==> config.mk <==
export PLATFORM = sky130hd
export DESIGN_NAME = phase_cal_ctrl
export DESIGN_NICKNAME = d
export VERILOG_FILES = /design/src/rtl/ising_config_pkg.sv /design/src/rtl/phase_cal_accum.sv /design/src/rtl/phase_cal_ctrl.sv
export SDC_FILE = /design/constraint.sdc
export NUM_CORES = 1
export LEC_CHECK = 0
export BUFFER_PORTS_ARGS = -buffer_cell sky130_fd_sc_hd__buf_2
export CORE_MARGIN = 4
export CORE_UTILIZATION = 40
export CTS_CLUSTER_DIAMETER = 30
export CTS_CLUSTER_SIZE = 12
export DETAILED_ROUTE_END_ITERATION = 7
export PLACE_DENSITY = 0.68
export SYNTH_ARGS = -nofsm -noshare
export SYNTH_HDL_FRONTEND = slang
export SYNTH_SLANG_ARGS = --single-unit
==> constraint.sdc <==
create_clock -name clk -period 13.5 [get_ports clk]
set_clock_uncertainty 0.2 [all_clocks]
set_input_delay 0 -clock clk [delete_from_list [all_inputs] [get_ports clk]]
set_output_delay 0 -clock clk [all_outputs]
set_load 0.05 [all_outputs]
==> src/rtl/ising_config_pkg.sv <==
// Shared configuration for the Ising-machine control blocks: phase calibration
// state encoding and the default averaging/sweep/tolerance settings.
package ising_config;

  typedef enum logic [2:0] {
    PC_IDLE   = 3'd0,
    PC_SET    = 3'd1,
    PC_SETTLE = 3'd2,
    PC_ACCUM  = 3'd3,
    PC_EVAL   = 3'd4,
    PC_FINISH = 3'd5
  } phase_cal_state_t;

  localparam int phase_cal_avgs   = 1;
  localparam int phase_sweep_dist = 5;
  localparam int phase_sweep_step = 5;
  localparam int phase_cal_tol    = 10;

  // Width of a counter that must hold values 0..max_val (never less than 1 bit).
  function automatic int ctr_w(input int max_val);
    return (max_val < 2) ? 1 : $clog2(max_val + 1);
  endfunction

endpackage

==> src/rtl/phase_cal_accum.sv <==
// Sample averager front end: sums AVGS signed samples; count_done flags the
// valid strobe that completes the set so the caller can leave without a bubble.
module phase_cal_accum
  import ising_config::*;
#(
  parameter int NUM_BITS = 8,
  parameter int AVGS     = phase_cal_avgs
) (
  input  logic                                     clk,
  input  logic                                     rst,
  input  logic                                     clear,
  input  logic                                     valid,
  input  logic signed [NUM_BITS-1:0]               data,
  output logic signed [NUM_BITS+$clog2(AVGS)-1:0]  sum,
  output logic                                     count_done
);

  localparam int SUM_W = NUM_BITS + $clog2(AVGS);
  localparam int CNT_W = ctr_w(AVGS);

  logic [CNT_W-1:0] count;

  always_ff @(posedge clk) begin
    if (rst || clear) begin
      sum   <= '0;
      count <= '0;
    end else if (valid) begin
      sum   <= sum + SUM_W'(data);
      count <= count + CNT_W'(1);
    end
  end

  assign count_done = valid && (count == CNT_W'(AVGS - 1));

endmodule

==> src/rtl/phase_cal_ctrl.sv <==
// Phase calibration controller: sweeps the phi_LO phase word until the averaged
// ADC reading is within TOL of target. Optional ADC watchdog: PHASE_CAL_TIMEOUT_EN.
module phase_cal_ctrl
  import ising_config::*;
#(
  parameter int NUM_BITS   = 8,
  parameter int WORD_W     = 16,
  parameter int AVGS       = phase_cal_avgs,
  parameter int SWEEP_DIST = phase_sweep_dist,
  parameter int SWEEP_STEP = phase_sweep_step,
  parameter int TOL        = phase_cal_tol,
  parameter int SETTLE     = 16,
  parameter int MAX_SWEEPS = 8,
  parameter int TIMEOUT    = 1024
) (
  input  logic                       clk,
  input  logic                       rst,
  input  logic                       start,
  input  logic [WORD_W-1:0]          start_word,
  input  logic signed [NUM_BITS-1:0] target,
  input  logic                       adc_valid,
  input  logic signed [NUM_BITS-1:0] adc_data,
  output logic [WORD_W-1:0]          phase_word,
  output logic                       phase_word_valid,
  output logic                       busy,
  output logic                       done,
  output logic                       locked,
  output logic                       fail,
  output logic                       timeout,
  output phase_cal_state_t           dbg_state
);

  localparam int SHIFT = $clog2(AVGS);
  localparam int SUM_W = NUM_BITS + SHIFT;
  localparam int ERR_W = NUM_BITS + 1;
  localparam int SET_W = ctr_w(SETTLE);
  localparam int PT_W  = ctr_w(SWEEP_DIST);
  localparam int SW_W  = ctr_w(MAX_SWEEPS);

  phase_cal_state_t state, next_state;

  logic [SET_W-1:0]           settle_cnt;
  logic [PT_W-1:0]            point_cnt;
  logic [SW_W-1:0]            sweep_cnt;
  logic signed [NUM_BITS-1:0] target_q;
  logic [WORD_W-1:0]          best_word;
  logic [ERR_W-1:0]           best_err;
  logic signed [SUM_W-1:0]    sum;
  logic                       count_done;
  logic signed [NUM_BITS-1:0] avg;
  logic signed [ERR_W-1:0]    diff;
  logic [ERR_W-1:0]           err;
  logic                       settle_last, lock_hit, better, sweep_end, sweeps_out;
  logic                       wd_expired;
  logic [WORD_W-1:0]          cand_word, step_word;

  phase_cal_accum #(
    .NUM_BITS (NUM_BITS),
    .AVGS     (AVGS)
  ) u_accum (
    .clk        (clk),
    .rst        (rst),
    .clear      (state != PC_ACCUM),
    .valid      (adc_valid && (state == PC_ACCUM)),
    .data       (adc_data),
    .sum        (sum),
    .count_done (count_done)
  );

  // Error is taken one bit wider than the samples so |avg-target| never wraps.
  assign avg         = NUM_BITS'(sum >>> SHIFT);
  assign diff        = ERR_W'(avg) - ERR_W'(target_q);
  assign err         = diff[ERR_W-1] ? ERR_W'(-diff) : ERR_W'(diff);
  assign lock_hit    = int'(err) <= TOL;
  assign better      = err < best_err;
  assign cand_word   = better ? phase_word : best_word;
  assign step_word   = phase_word + WORD_W'(SWEEP_STEP);
  assign settle_last = settle_cnt == SET_W'(SETTLE - 1);
  assign sweep_end   = point_cnt == PT_W'(SWEEP_DIST - 1);
  assign sweeps_out  = sweep_cnt == SW_W'(MAX_SWEEPS - 1);

`ifdef PHASE_CAL_TIMEOUT_EN
  localparam int WD_W = ctr_w(TIMEOUT);
  logic [WD_W-1:0] wd_cnt;

  // Counts ACCUM cycles since entry or since the last sample strobe.
  always_ff @(posedge clk) begin
    if (rst || (state != PC_ACCUM) || adc_valid) wd_cnt <= '0;
    else                                         wd_cnt <= wd_cnt + WD_W'(1);
  end

  assign wd_expired = (state == PC_ACCUM) && !adc_valid && (wd_cnt == WD_W'(TIMEOUT));
`else
  assign wd_expired = 1'b0;
`endif

  always_ff @(posedge clk) begin
    if (rst) state <= PC_IDLE;
    else     state <= next_state;
  end

  always_comb begin
    next_state = state;
    case (state)
      PC_IDLE:   if (start) next_state = PC_SET;
      PC_SET:    next_state = PC_SETTLE;
      PC_SETTLE: if (settle_last) next_state = PC_ACCUM;
      PC_ACCUM: begin
        if (count_done)      next_state = PC_EVAL;
        else if (wd_expired) next_state = PC_FINISH;
      end
      PC_EVAL: begin
        if (lock_hit || (sweep_end && sweeps_out)) next_state = PC_FINISH;
        else                                       next_state = PC_SET;
      end
      PC_FINISH: next_state = PC_IDLE;
      default:   next_state = PC_IDLE;
    endcase
  end

  // A failing run re-applies best_word on entry to FINISH, hence the second pulse source.
  always_comb begin
    busy             = state != PC_IDLE;
    done             = state == PC_FINISH;
    phase_word_valid = (state == PC_SET) || ((state == PC_FINISH) && fail);
    dbg_state        = state;
  end

  always_ff @(posedge clk) begin
    if (rst) begin
      phase_word <= '0;
      target_q   <= '0;
      best_word  <= '0;
      best_err   <= '1;
      settle_cnt <= '0;
      point_cnt  <= '0;
      sweep_cnt  <= '0;
      locked     <= 1'b0;
      fail       <= 1'b0;
      timeout    <= 1'b0;
    end else begin
      case (state)
        PC_IDLE: begin
          if (start) begin
            phase_word <= start_word;
            target_q   <= target;
            best_word  <= start_word;
            best_err   <= '1;
            settle_cnt <= '0;
            point_cnt  <= '0;
            sweep_cnt  <= '0;
            locked     <= 1'b0;
            fail       <= 1'b0;
            timeout    <= 1'b0;
          end
        end
        PC_SETTLE: settle_cnt <= settle_last ? '0 : settle_cnt + SET_W'(1);
        PC_ACCUM: begin
          if (wd_expired) begin
            fail       <= 1'b1;
            timeout    <= 1'b1;
            phase_word <= best_word;
          end
        end
        PC_EVAL: begin
          if (better) begin
            best_err  <= err;
            best_word <= phase_word;
          end
          if (lock_hit) begin
            locked <= 1'b1;
          end else if (sweep_end) begin
            point_cnt <= '0;
            sweep_cnt <= sweep_cnt + SW_W'(1);
            if (sweeps_out) begin
              phase_word <= cand_word;
              fail       <= 1'b1;
            end else begin
              phase_word <= step_word;
            end
          end else begin
            point_cnt  <= point_cnt + PT_W'(1);
            phase_word <= step_word;
          end
        end
        default: ;
      endcase
    end
  end

endmodule
==> flow_summary.toml, run 1 <==
[route]
drc = 0
finalWirelength_mm = 13.8
antenna_left = 0
dr_total_vias = 4847
vias_per_cell = 5.70
drt-initial-drc-count = 325
drt_pass1_iterations = 5
wl_per_cell_um = 16.2

[synthesis]
synthAdderAreaFrac = 0.0761
ys.flop_type = "dfxtp_1"
synthArstFlopShare = 0
synth_simple_gate_area_frac = 0.209
yosysUniqueCellTypes = 80
synth_top_family_by_area = "compound AO/OA/AOI/OAI gates"
yosysWarnings = 0
synth.area.top_cells = "dfxtp_1, ha_1, a21oi_1"
synth-compound-area-share = 0.282
avgSynthCellArea_sq_um = 8.26
synth_top_cell_by_area = "dfxtp_1"
syn-num-nets = 666
synthXorXnorAreaFrac = 0.0454
synth_top_area_share = 0.302
synth_seq_cells = 75
synth_edf_count = 0
syn_area_sq_um = 4960
synth.area.mux_share = 0.0285
synthCells = 601
yosysSeqAreaShare = 0.302

[job]
maxCapViolCount = 0

[critical_path]
crit_arrival_ns = 5.64
cp_max_fo = 25
reg2reg_from = "u_accum.sum[0]"
cp-end-kind = "flip-flop"
cp-start-kind = "flip-flop"
critPathKind = "reg -> reg"
required_ns = 13.48
startpoint = "u_accum.sum[0]"

[placement]
numPortBuffers = 59
dpl-instance-area_sq_um = 5350
gp_congestion = 0.851
dp_hpwl_mm = 9.41

[cells_and_area]
n_antenna_cell = 0
postLayoutCellArea_sq_um = 6010
area_delta_synth_final_pct = 21.1
finalNetCount = 743
nFillCells = 1135
drive_above_1_share = 0.151

[clock_tree]
cts_resized = 0
htree_levels = 3
numClockSinks = 75
cts_tree = "done"
cts_made_buffers = 9
worstSkewPairLatency_ns = 0.35
post_cts_buffers = 0
clock-root-buffer = "clkbuf_16"
cts.clk_slew.worst_paths_ns = 0.06
clk_path_buf_depth = 2

[power_and_ir_drop]
leakage_nw = 2.55
p_sw_w = 0.000295
internal_power_w = 0.000489
pwr-share-comb = 0.343
power_density_nw_per_um2 = 130
seqPwrFrac = 0.336
sw_frac_of_total = 0.376
clockPowerShare = 0.321
peakVddDrop_mv = 0.0927

[global_routing]
grt_overflow_total = 0
antenna_found_initial = 0
grt_pass1_wl_mm = 23.3
grt_max_degree = 35
grt_pass1_vias = 4738
grt_usage = 0.198

[floorplanning]
die_h_um = 119
die_width_um = 119
fp-row-count = 40
initial_core_util = 0.412
io_pins = 61
coreArea_sq_um = 12100
die_area_sq_um = 14300

[sta]
tns_ns = 0
setup_viol = 0
relSlewSlack = 0.186
tightest_slew_ns = 1.22
fin_crit_sh = 0.420
rsz0062_at_grt = "no"
hold_viol = 0
final_max_slew_viol_count = 0
fin_crit_ns = 5.66
fmax_mhz = 177

[hold_path]
hp-start = "adc_data[3]"
hp-class = "in -> reg"

[outcome]
status = "completed"
[worst paths after layout]
| kind | to | slack, ns | cells past startpoint |
|---|---|---|---|
| worst min register to register | target_q[2] | 0.26 | 2 |
| worst max-delay path | best_err[1] | 7.84 | 20 |
| worst max register to register | best_err[1] | 7.84 | 20 |
| worst min-delay path | u_accum.sum[3] | 0.01 | 5 |
[sequential cells by signal, summed over array words and instances (netlist names)]
signal	flops
locked	1
settle_cnt	5
target_q	8
best_err	9
dbg_state	3
best_word	16
u_accum.sum	8
phase_word	16
point_cnt	3
fail	1
u_accum.count	1
sweep_cnt	4
[final cells by class]
class / instances / area [sq um] / share of cell area
inverter: 32 / 120 / 0.0200
clock inverter: 5 / 58.8 / 0.00978
multi-input combinational: 461 / 3190 / 0.530
timing repair buffer: 99 / 683 / 0.114
tap: 168 / 210 / 0.0350
sequential: 75 / 1500 / 0.250
clock buffer: 11 / 253 / 0.0420
[critical path, stage by stage, from the launching register on]
cell and delay (ns):
dfxtp_1 0.33, inv_1 0.06, ha_1 0.15, inv_1 0.05, fa_1 0.41, a211oi_2 0.33, o31ai_4 0.14, a21oi_2 0.35
mux2i_1 0.33, inv_1 0.08, ha_1 0.27, a21boi_0 0.17, o21a_1 0.13, o211ai_1 0.07, a21boi_0 0.24, o21ai_0 0.18
a222oi_1 0.50, a21boi_2 0.10, buf_4 0.25, a21oi_2 0.93, a22oi_1 0.22
[per-layer routing]
metal / vias up / routed length [um] / global-route usage
met5: - / 0 / 0
met4: 0 / 223 / 0.0594
met3: 18 / 1000 / 0.0484
met2: 202 / 6430 / 0.327
met1: 2254 / 6150 / 0.256
li1: 2373 / - / -
[power groups by stage]
| stage | Sequential [W] | Combinational (W) | Clock [W] |
|---|---|---|---|
| after floorplan | 0.000294 | 0.000170 | 0 |
| after global placement | 0.000266 | 0.000252 | 0 |
| after detailed placement | 0.000267 | 0.000258 | 0 |
| after CTS | 0.000262 | 0.000267 | 0.000257 |
| after global routing | 0.000266 | 0.000294 | 0.000268 |
| final | 0.000263 | 0.000269 | 0.000252 |
[cells in the mapped netlist, types with 4 or more instances]
master	n
mux2i_1	13
o22ai_1	7
o21a_1	4
a31oi_1	12
nand4_1	4
o221ai_1	7
a2111o_1	4
a22oi_1	4
dfxtp_1	75
a221o_1	16
and3_1	19
and2_1	9
nand2_1	55
clkbuf_1	22
inv_1	32
a21oi_1	47
nand3_1	9
xor2_1	11
a211oi_1	8
nor2_1	60
nand2b_1	7
a2bb2oi_1	6
a21o_1	6
nor2b_1	5
o21ai_0	12
nor3_1	13
a211oi_2	5
or3_1	5
xnor2_1	11
buf_2	5
o21bai_1	5
ha_1	27
[repair_timing]
item | 4_1_cts | 5_1_grt
endpoints found under the setup margin | 0 | 0
hold endpoints to repair | 55 | 0
hold buffers | 35 | 0
[cell families (layout without fill, tap and decap cells)]
| group | Yosys count | in the layout |
|---|---|---|
| AOI/OAI and AO/OA | 183 | 183 |
| adders and majority gates | 29 | 29 |
| and+or+nand+nor | 210 | 210 |
| xor gates and xnor gates | 24 | 24 |
| muxes | 14 | 14 |
| other | 1 | 1 |
| DFF | 75 | 75 |
| buffers and inverters | 65 | 147 |
[metrics by stage]
| stage | setup slack [ns] | util | hold WS (ns) | total power (W) | std cells |
|---|---|---|---|---|---|
| 6_report | 7.84 | 0.498 | 0.0112 | 0.000784 | 851 |
| 5_1_grt | 7.23 | 0.498 | 0.0588 | 0.000828 | 851 |
| 4_1_cts | 7.88 | 0.498 | 0.00862 | 0.000786 | 851 |
| 3_5_place_dp | 7.90 | 0.444 | 0.0528 | 0.000525 | 800 |
| 3_3_place_gp | 8.12 | 0.444 | 0.0437 | 0.000518 | 800 |
| 2_1_floorplan | 9.11 | - | -0.0640 | 0.000463 | 601 |
[layout by cell type, fill, tap and decap left out, types with 11 or more instances in the layout]
cell type | Yosys | routed
dfxtp_1 | 75 | 75
nor2_1 | 60 | 60
buf_2 | 5 | 59
nand2_1 | 55 | 55
a21oi_1 | 47 | 47
dlygate4sd3_1 | 0 | 35
inv_1 | 32 | 32
ha_1 | 27 | 27
and3_1 | 19 | 19
a221o_1 | 16 | 16
mux2i_1 | 13 | 13
nor3_1 | 13 | 13
o21ai_0 | 12 | 12
a31oi_1 | 12 | 12
xnor2_1 | 11 | 11
xor2_1 | 11 | 11
Power figures use the tool's default switching activity.
==> run 2: changes to the inputs <==
clock period = 5.4 ns   (was 13.5 ns; I/O delays follow)
==> run 2 against run 1 <==
  * Non-clock buffer count up 2
  * Global-route usage down 0.29 points
  * Design area down 0.23%
  * Maximum frequency up 12%
  * Sequential power rose to 2.5 times the previous value
  * Power up 140%
  * First-iteration DRC count up 19%
  * Critical path type unchanged
  * Highest routed layer unchanged
==> flow_summary.toml, run 2 (synthesized netlist as in run 1, its figures left out) <==
[placement]
numPortBuffers = 59
dpl-instance-area_sq_um = 5370
pre_cts_slack_ns = 0.332
placed_cells_incl_taps = 803
dp_hpwl_mm = 9.76
gp_congestion = 0.873

[route]
vias_per_cell = 5.76
wl_per_cell_um = 16.2
met1_length_mm = 6.27
drt_pass1_iterations = 5
met3_wirelength_um = 823
antenna_left = 0
dr_wl_met2_mm = 6.52
drc = 0
drt-initial-drc-count = 387
dr_total_vias = 4917
highest_layer = "met4"
finalWirelength_mm = 13.9

[cells_and_area]
finalNetCount = 745
final_common_cell = "dfxtp_1"
final_cells = 853
final_cell_mix = "dfxtp_1, nor2_1, buf_2"
biggestRegsByFlops = "best_word x16, phase_word x16, best_err x9"
area_delta_synth_final_pct = 20.8
drive_above_1_share = 0.156
postLayoutCellArea_sq_um = 6000
fin_util = 0.497
n_antenna_cell = 0

[critical_path]
critPathKind = "reg -> reg"
required_ns = 5.45
cp-end-kind = "flip-flop"
cp_max_fo = 14
cp-start-kind = "flip-flop"
crit_arrival_ns = 5.08

[global_routing]
grt_pass1_wl_mm = 23.1
grt_usage = 0.195
grt_pass1_vias = 4832
grt_overflow_total = 0
antenna_found_initial = 0
grt_max_degree = 35

[floorplanning]
initial_core_util = 0.412
fp-row-count = 40
die_h_um = 119
coreArea_sq_um = 12100
io_pins = 61
die_width_um = 119
die_area_sq_um = 14300

[power_and_ir_drop]
leakage_nw = 2.55
power_density_nw_per_um2 = 315
peakVddDrop_mv = 0.187

[outcome]
status = "completed"

[sta]
fin_crit_ns = 5.04
setup_ws_ns = 0.363
relSlewSlack = 0.393
final_max_slew_viol_count = 0
setup_viol = 0
fmax_mhz = 199
tightest_slew_ns = 0.908
tns_ns = 0
fin_crit_sh = 0.933
hold_viol = 0
rsz0062_at_grt = "no"

[clock_tree]
worstSkewPairLatency_ns = 0.33
cts.clk_slew.worst_paths_ns = 0.06
htree_levels = 3
clk_path_buf_depth = 2
cts_made_buffers = 9
clock-root-buffer = "clkbuf_16"
numClockSinks = 75
cts_tree = "done"

[hold_path]
hp-class = "in -> reg"

[job]
maxCapViolCount = 0
run 2: cell count changes in the layout (fill, tap and decap cells not counted):
cell           change
clkinv_4           +1
clkbuf_8           -1
a21oi_4            +1
bufinv_16          -1
clkinv_2           +1
dlygate4sd3_1      -2
clkinvlp_4         +1
buf_4              +4
inv_6              -1
a21oi_2            -1
run 2: area by class of cell:
type,count,area [sq um]
timing repair buffer,101,693
clock inverter,6,41.3
tap,168,210
sequential,75,1500
fill,1126,6060
multi-input combinational,461,3190
clock buffer,10,239
inverter,32,120
run 2: per-layer routing:
layer,GRT usage,vias to the layer above
met2,0.321,193
met4,0.0723,0
met5,0,-
met3,0.0356,28
li1,-,2378
met1,0.255,2318
run 2: worst max-delay path: stages (launching register included):
cell,delay [ns]
dfxtp_1,0.32
inv_1,0.06
ha_1,0.15
inv_1,0.05
fa_1,0.41
a211oi_2,0.30
o31ai_4,0.13
a21oi_2,0.36
mux2i_1,0.34
inv_1,0.07
ha_1,0.27
a21boi_0,0.20
o21a_1,0.15
o211ai_1,0.09
a21boi_0,0.26
o21ai_0,0.18
a222oi_1,0.34
buf_4,0.18
a21boi_2,0.09
buf_4,0.23
a311o_1,0.33
a211oi_1,0.23
run 2: timing repair:
action,4_1_cts,5_1_grt
setup buffers,0,1
resized for setup,0,1
endpoints found under the hold margin,51,0
setup endpoints to repair,0,17
hold buffers,33,0
run 2: through the flow:
| stage | power [W] | hold WS [ns] |
|---|---|---|
| finish | 0.00189 | 0.0164 |
| global placement | 0.00130 | 0.0441 |
| floorplan | 0.00116 | -0.0640 |
| detailed placement | 0.00132 | 0.0513 |
| global route | 0.00200 | 0.0353 |
| CTS | 0.00189 | 0.000822 |
run 2: path summary, 6_finish.rpt:
kind / end / from / slack (ns) / cells after the start
setup / recovery: phase_word[6] / u_accum.sum[0] / 0.36 / 21
hold reg to reg: target_q[2] / target_q[2] / 0.26 / 2
hold / removal: point_cnt[1] / rst / 0.02 / 2
setup reg to reg: phase_word[6] / u_accum.sum[0] / 0.36 / 21
run 2: report_power, final:
part / total [W] / internal (W) / leakage [nW] / switching [W]
Sequential: 0.000658 / 0.000599 / 0.612 / 0.0000592
Combinational: 0.000675 / 0.000243 / 1.80 / 0.000431
Clock: 0.000560 / 0.000322 / 0.130 / 0.000237
Total: 0.00189 / 0.00116 / 2.55 / 0.000728
